## src/rtl/writeback_pc_unit.sv

```systemverilog
// Writeback and PC-update stage.
// Selects the next PC (register jump, index jump, taken branch or fall-through)
// and the writeback word (UART, memory, link or ALU), then registers both with
// one cycle of latency. A UART load with no word available stalls the stage; a
// two-state RUN/WAIT machine counts the cycles spent waiting for that word.
// Retired instructions are counted.
module writeback_pc_unit #(
  parameter int                        INST_MEM_WIDTH = 2,
  parameter logic [INST_MEM_WIDTH-1:0] RESET_PC       = '0,
  parameter int                        RETIRE_WIDTH   = 32,
  parameter int                        WAIT_WIDTH     = 16
) (
  input  logic                      clk,
  input  logic                      reset,
  input  logic                      valid_in,
  input  logic                      RegWrite,
  input  logic                      MemtoReg,
  input  logic                      UARTtoReg,
  input  logic                      Branch,
  input  logic                      Link,
  input  logic [1:0]                JumpMode,
  input  logic [31:0]               read_data,
  input  logic [31:0]               register_data,
  input  logic [31:0]               alu_result,
  input  logic [31:0]               input_data,
  input  logic [4:0]                rd,
  input  logic [25:0]               inst_index,
  input  logic [INST_MEM_WIDTH-1:0] pc1,
  input  logic [INST_MEM_WIDTH-1:0] pc2,
  input  logic                      input_valid,
  output logic                      input_ready,
  output logic                      RegWrite_next,
  output logic [4:0]                rd_next,
  output logic [31:0]               data,
  output logic [INST_MEM_WIDTH-1:0] pc,
  output logic                      stall,
  output logic [RETIRE_WIDTH-1:0]   retire_count,
  output logic [WAIT_WIDTH-1:0]     wait_cycles
);

  typedef enum logic [0:0] {
    ST_RUN  = 1'b0,
    ST_WAIT = 1'b1
  } state_t;

  state_t                    state_r;
  state_t                    state_next_s;

  logic                      need_in_s;
  logic                      stall_raw_s;
  logic                      retire_s;
  logic [INST_MEM_WIDTH-1:0] pc_next_s;
  logic [31:0]               wb_data_s;

  logic [INST_MEM_WIDTH-1:0] pc_r;
  logic [31:0]               data_r;
  logic [4:0]                rd_next_r;
  logic                      reg_write_next_r;
  logic [RETIRE_WIDTH-1:0]   retire_count_r;
  logic [WAIT_WIDTH-1:0]     wait_cycles_r;

  // Zero-extended views so any PC width can be cut from the low bits safely.
  logic [INST_MEM_WIDTH+31:0] reg_data_ext_s;
  logic [INST_MEM_WIDTH+25:0] inst_index_ext_s;
  logic [INST_MEM_WIDTH+31:0] link_ext_s;

  assign reg_data_ext_s   = {{INST_MEM_WIDTH{1'b0}}, register_data};
  assign inst_index_ext_s = {{INST_MEM_WIDTH{1'b0}}, inst_index};
  assign link_ext_s       = {{32{1'b0}}, pc1};

  // A UART load without a word in hand freezes the stage; otherwise it retires.
  assign need_in_s   = valid_in & UARTtoReg;
  assign stall_raw_s = need_in_s & ~input_valid;
  assign retire_s    = valid_in & ~stall_raw_s;

  // Combinational handshakes are held quiet while reset is asserted.
  assign stall       = reset & stall_raw_s;
  assign input_ready = reset & need_in_s & input_valid;

  assign pc            = pc_r;
  assign data          = data_r;
  assign rd_next       = rd_next_r;
  assign RegWrite_next = reg_write_next_r;
  assign retire_count  = retire_count_r;
  assign wait_cycles   = wait_cycles_r;

  // Next-PC select: register jump, then index jump, then taken branch, else pc+1.
  always_comb begin
    pc_next_s = pc1;
    case (JumpMode)
      2'b10: pc_next_s = reg_data_ext_s[INST_MEM_WIDTH-1:0];
      2'b01: pc_next_s = inst_index_ext_s[INST_MEM_WIDTH-1:0];
      default: begin
        if (Branch && (alu_result != 32'd0)) begin
          pc_next_s = pc2;
        end else begin
          pc_next_s = pc1;
        end
      end
    endcase
  end

  // Writeback source select: UART beats memory beats link beats ALU.
  always_comb begin
    wb_data_s = alu_result;
    if (UARTtoReg) begin
      wb_data_s = input_data;
    end else if (MemtoReg) begin
      wb_data_s = read_data;
    end else if (Link) begin
      wb_data_s = link_ext_s[31:0];
    end else begin
      wb_data_s = alu_result;
    end
  end

  // RUN/WAIT next state: enter WAIT on a stall, leave when the word arrives or the instruction goes away.
  always_comb begin
    state_next_s = state_r;
    case (state_r)
      ST_RUN: begin
        if (stall_raw_s) begin
          state_next_s = ST_WAIT;
        end else begin
          state_next_s = ST_RUN;
        end
      end
      ST_WAIT: begin
        if (input_valid || !valid_in) begin
          state_next_s = ST_RUN;
        end else begin
          state_next_s = ST_WAIT;
        end
      end
      default: state_next_s = ST_RUN;
    endcase
  end

  // State register.
  always_ff @(posedge clk or negedge reset) begin
    if (!reset) begin
      state_r <= ST_RUN;
    end else begin
      state_r <= state_next_s;
    end
  end

  // PC register: advances only when an instruction retires.
  always_ff @(posedge clk or negedge reset) begin
    if (!reset) begin
      pc_r <= RESET_PC;
    end else if (retire_s) begin
      pc_r <= pc_next_s;
    end else begin
      pc_r <= pc_r;
    end
  end

  // Writeback register: write enable is a one-cycle pulse, never to r0.
  always_ff @(posedge clk or negedge reset) begin
    if (!reset) begin
      data_r           <= 32'd0;
      rd_next_r        <= 5'd0;
      reg_write_next_r <= 1'b0;
    end else if (retire_s) begin
      data_r           <= wb_data_s;
      rd_next_r        <= rd;
      reg_write_next_r <= RegWrite & (rd != 5'd0);
    end else begin
      data_r           <= data_r;
      rd_next_r        <= rd_next_r;
      reg_write_next_r <= 1'b0;
    end
  end

  // Retire counter, wrapping.
  always_ff @(posedge clk or negedge reset) begin
    if (!reset) begin
      retire_count_r <= {RETIRE_WIDTH{1'b0}};
    end else if (retire_s) begin
      retire_count_r <= retire_count_r + RETIRE_WIDTH'(1);
    end else begin
      retire_count_r <= retire_count_r;
    end
  end

  // Wait counter: cleared on WAIT entry, saturating count of idle WAIT cycles.
  always_ff @(posedge clk or negedge reset) begin
    if (!reset) begin
      wait_cycles_r <= {WAIT_WIDTH{1'b0}};
    end else if (state_r == ST_RUN) begin
      if (state_next_s == ST_WAIT) begin
        wait_cycles_r <= {WAIT_WIDTH{1'b0}};
      end else begin
        wait_cycles_r <= wait_cycles_r;
      end
    end else if (!input_valid && (wait_cycles_r != {WAIT_WIDTH{1'b1}})) begin
      wait_cycles_r <= wait_cycles_r + WAIT_WIDTH'(1);
    end else begin
      wait_cycles_r <= wait_cycles_r;
    end
  end

endmodule

```

## config.mk

```make
export PLATFORM = sky130hd
export DESIGN_NAME = writeback_pc_unit
export DESIGN_NICKNAME = d
export VERILOG_FILES = /design/src/rtl/writeback_pc_unit.sv
export SDC_FILE = /design/constraint.sdc
export NUM_CORES = 1
export LEC_CHECK = 0
export ABC_CLOCK_PERIOD_IN_PS = 2800
export BUFFER_PORTS_ARGS = -buffer_cell sky130_fd_sc_hd__buf_2
export CORE_UTILIZATION = 35
export CTS_BUF_LIST = sky130_fd_sc_hd__clkbuf_16
export CTS_CLUSTER_SIZE = 25
export DETAILED_ROUTE_END_ITERATION = 12
export PLACE_DENSITY_LB_ADDON = 0.08
export SKIP_CTS_REPAIR_TIMING = 1
export SLEW_MARGIN = 40
export SYNTH_ARGS = -nofsm -noshare
export SYNTH_HDL_FRONTEND = slang
export SYNTH_SLANG_ARGS = --single-unit
```

## constraint.sdc

```tcl
create_clock -name clk -period 2.8 [get_ports clk]
set_input_delay 0.28 -clock clk [delete_from_list [all_inputs] [get_ports clk]]
set_output_delay 0.28 -clock clk [all_outputs]
set_load 0.03 [all_outputs]
```

== Yosys cells after proc, flatten, opt, wreduce, memory -nomap -nowiden ==
Index checks and enable logic that the tools add are counted.

* Input port bits: 174
* Flip-flop bits (word level): 89
* Output and inout port bits: 90
* Word-level logic and storage cells: 44

* Muxes and demuxes: 12
* Reductions and logical operators: 9
* Bitwise gates (word level): 10
* Equal/unequal tests: 4
* Add/sub/neg operators: 2

{| class="wikitable"
|+ Operators by type and width
! cell !! count
|-
| 32-bit 2-to-1 mux || 3
|-
| 16-bit 2-to-1 mux || 3
|-
| 32-bit by 1-bit adder with 32-bit output (second input constant) || 1
|-
| 32-bit nonzero test || 1
|-
| 16-bit by 1-bit adder with 16-bit output (second input constant) || 1
|-
| 16-bit != test (second input constant) || 1
|-
| 1-bit bitwise AND || 7
|-
| 5-bit nonzero test || 1
|-
| 2-bit one-hot mux with 2 select lines || 1
|-
| 1-bit 2-to-1 mux || 3
|-
| 1-bit inverter || 3
|-
| 2-bit by 1-bit == test with 1-bit output (second input constant) || 1
|-
| 2-bit == test (second input constant) || 1
|-
| 1-bit logical AND || 2
|-
| 1-bit logical NOT || 2
|-
| 2-bit 2-to-1 mux || 1
|-
| 2-bit by 1-bit != test with 1-bit output (second input constant) || 1
|-
| 1-bit one-hot mux with 2 select lines || 1
|-
| 2-bit AND reduction || 1
|-
| 2-bit nonzero test || 1
|-
| 1-bit logical OR || 1
|}

== Longest topological paths before layout ==
* Depth after elaboration: 6
* Gate-level depth with buffers: 7
* Mapped depth without buffers: 6

== Worst setup path before layout ==
Ideal clock, no wire load.

* Kind: reg-to-reg
* Start: register retire_count_r[5] (netlist: retire_count[5])
* End: register retire_count_r[29] (netlist: retire_count[29])
* Period minus slack after synthesis: 1,894 ps
* Stages on the path, launching flop included: 6
* Slack: 906 ps
* Data required time: 2,667 ps
* Data arrival time: 1,761 ps
* Cells stage by stage: dfrtp_1 -> nand4_2 -> or3_4 -> nor3_4 -> nand4_1 -> xnor2_1

* Word-level cells in the longest chain between the ends: 1

{| class="wikitable"
|+ RTL lines
! item !! line !! text
|-
| start, declared || 59 || <nowiki>logic [RETIRE_WIDTH-1:0] retire_count_r;</nowiki>
|-
| start signal, assigned || 179 || <nowiki>retire_count_r <= {RETIRE_WIDTH{1'b0}};</nowiki>
|-
| start signal, assigned || 181 || <nowiki>retire_count_r <= retire_count_r + RETIRE_WIDTH'(1);</nowiki>
|-
| start signal, assigned || 183 || <nowiki>retire_count_r <= retire_count_r;</nowiki>
|-
| 32-bit by 1-bit adder with 32-bit output || 181 ||
|}

No other way between the ends.
A chain may end at the register's enable or synchronous reset.

== Worst setup path after layout ==
* Start: register retire_count_r[5] (netlist: retire_count[5])
* End: register retire_count_r[22] (netlist: retire_count[22])

Same word-level chain as after synthesis.

==> impl_results.md <==
* CP Buf/Inv Count at 0
* Clock root buffer: clkbuf_16
* Total Power at 3.562 mW
* Overall routing resource usage at 19.78%
* Synth Net Count at 693
* Total negative slack at 0 ns
* Total gr overflow at 0
* Endpoint class of the critical path: flop
* Worst-Margin Slew at 0.7414 ns
* R2r setup slk at 0.94 ns
* M2 GR Usage at 32.32%
* Worst Path Required at 3.02 ns
* Worst path max stage delay at 0.50 ns
* CTS tree: done
* Top Usage Layer GRT: met2
* Commonest non-fill, non-tap cell in the layout: buf_2
* Drt pass-1 iters at 4
* Syn Area/Cell at 9.142 µm²
* Core area at 13190 µm²
* Top FF cell, synth: dfrtp_1
* Vias in the first global route at 4364
* DRT Wirelength at 13150 µm
* Total CTS buffers at 9
* GR Util met3 at 5.426%
* Worst IR Drop VDD at 241.6 µV
* Ys Warns at 0
* Port Buffer Count at 209
* MaxCap Viol Count at 0
* Layout cells sized above 1 at 35.47%
* Final Hold Vio Count at 0
* Clock latency reported for the late side of the worst-skew pair at 0.33 ns
* Arrival @ worst endpoint at 2.08 ns
* Syn Inst Count at 515
* Register area share after synthesis at 47.30%
* Final nets at 892
* Starting Density at 35.70%
* Min Tclk post-route at 1.856 ns
* Area growth, synth to finish at 31.94%
* DP Area at 5921 µm²
* Die X at 118.0 µm
* Number of vias per cell at 4.922
* #FFs+latches synth at 89
* Tcrit/Tclk final at 66.30%
* IO Pins at 264
* Hold Path Class: in -> async
* Std cell rows at 42
* Routed length per instance at 14.68 µm
* Pleak at 3.095 nW
* DRT antenna net count at 0
* Worst-path fanout max at 6
* CTS sink cnt at 89
* Startpoint types: flop
* First-pass GRT wire length at 21930 µm
* Crit Reg-Reg Startpoint: retire_count[5]
* GR Layer Usage met1 at 24.98%
* Starting DRT DRC Count at 193
* Worst-path cell chain: nand4_2, or3_4, nor3_4, nand3_1, xnor2_1
* Post-synth EDFFs at 0
* HPWL Detailed at 9922 µm
* Worst Setup Path Type: reg -> reg
* Die H at 118.0 µm
* Unrepaired setup endpoints after global routing: false
* Rel. slew slack at 50.12%
* Commonest cells after routing, fill and taps aside: buf_2, dfrtp_1, a21oi_1, nand2_1, nor2_1
* Design Area, Final at 6212 µm²
* Final Max Tran Viols at 0
* H-tree depth at 3
* FF-to-FF End: retire_count[22]
* Routability cong. at 0.7894
* Critical Path Stages at 5
* Async S/R FF share, synth at 100.0%
* Largest net degree at the start of global routing at 65
* Area of the die at 13920 µm²
* Fmax at 538.7 MHz
* Outcome: finished clean
* CP top delay family: simple AND/OR/NAND/NOR gates
* R2R depth at 5
* DR vias at 4410
* Worst Setup SP: retire_count[5]
* # setup viols final at 0
* P per Cell Area at 573.3 nW/µm²
* Distinct cells, synth at 46
* CTS max path bufs at 2
* Initial antenna violation count at 1
* Final setup skew at 0.004616 ns
* Remaining DRCs at 0
* Synth Cell Area at 4708 µm²
* Clk pin slew, worst setup/hold paths at 0.06 ns
* Worst path slowest cell: or3_4
==> report_power, final <==
group	total (mW)	switching [mW]	internal, mW
clock network	1.18	0.497	0.684
logic	0.863	0.568	0.296
registers	1.52	0.103	1.41
total	3.56	1.17	2.39
==> cells by family after synthesis <==
| group | Yosys count | synth area share (%) |
|---|---|---|
| compound gates | 115 | 13.15 |
| fa+ha+maj | 4 | 1.063 |
| buf+inv | 36 | 3.056 |
| mux | 14 | 3.136 |
| flops | 89 | 47.30 |
| xor+xnor | 37 | 6.883 |
| simple gates | 220 | 25.41 |
==> synth_stat cells (all sizes together), types with 10 or more instances <==
cell type	number	area share (%)
o21ai	39	4.2
xnor2	27	5.0
a21oi	65	6.9
nor3b	32	5.1
nor3	12	2.0
nand4	13	2.0
dfrtp	89	47
nand2	56	4.5
clkbuf	17	1.4
xor2	10	1.9
nand3	19	2.0
nor4	14	2.0
nor2	51	4.2
buf	11	0.98
==> state kept, by name, summed over array words and instances, names as in the netlist <==
name,cells
state_r,1
data,32
retire_count,32
rd_next,5
wait_cycles,16
RegWrite_next,1
pc,2
==> layout make-up <==
class,count,area (µm²)
fillers,1357,6978
multi-input cells,390,2340
flip-flops and latches,89,2227
repair buffers,216,1104
clock buffers,9,225.2
well taps,176,220.2
clock inverters,7,63.81
inverters,8,30.03
diodes,1,2.502
==> through the flow <==
stage          hold slack, ns  setup WS (ns)  util, %  instances
2_1_floorplan        -0.01559         0.9058        -        515
3_3_place_gp           0.4074         0.8348    44.87        879
3_5_place_dp           0.4097         0.7607    44.89        879
4_1_cts               0.03910         0.9257    47.08        895
5_1_grt               0.06951         0.7963    47.08        895
6_report              0.02880         0.9437    47.10        896
==> worst max-delay path by stage <==
stage / to / slack, ns
after global placement: data[22] / 0.83
final: retire_count[22] / 0.94
after detailed placement: data[12] / 0.76
after floorplan: retire_count[29] / 0.91
after global routing: wait_cycles[11] / 0.80
after CTS: retire_count[20] / 0.93
==> per-layer routing <==
| metal | share of wire [%] | routed length [µm] | vias to the layer above |
|---|---|---|---|
| li1 | - | - | 2214 |
| met4 | 1.2 | 163 | 0 |
| met3 | 6.7 | 875 | 11 |
| met5 | 0 | 0 | - |
| met2 | 47 | 6195 | 140 |
| met1 | 45 | 5916 | 2045 |
==> worst reg2reg max path: stages, from the launching register on <==
cell and delay [ns]:
dfrtp_1 0.46, nand4_2 0.20, or3_4 0.50, nor3_4 0.32, nand3_1 0.13, xnor2_1 0.14
Power figures use the tool's default switching activity.
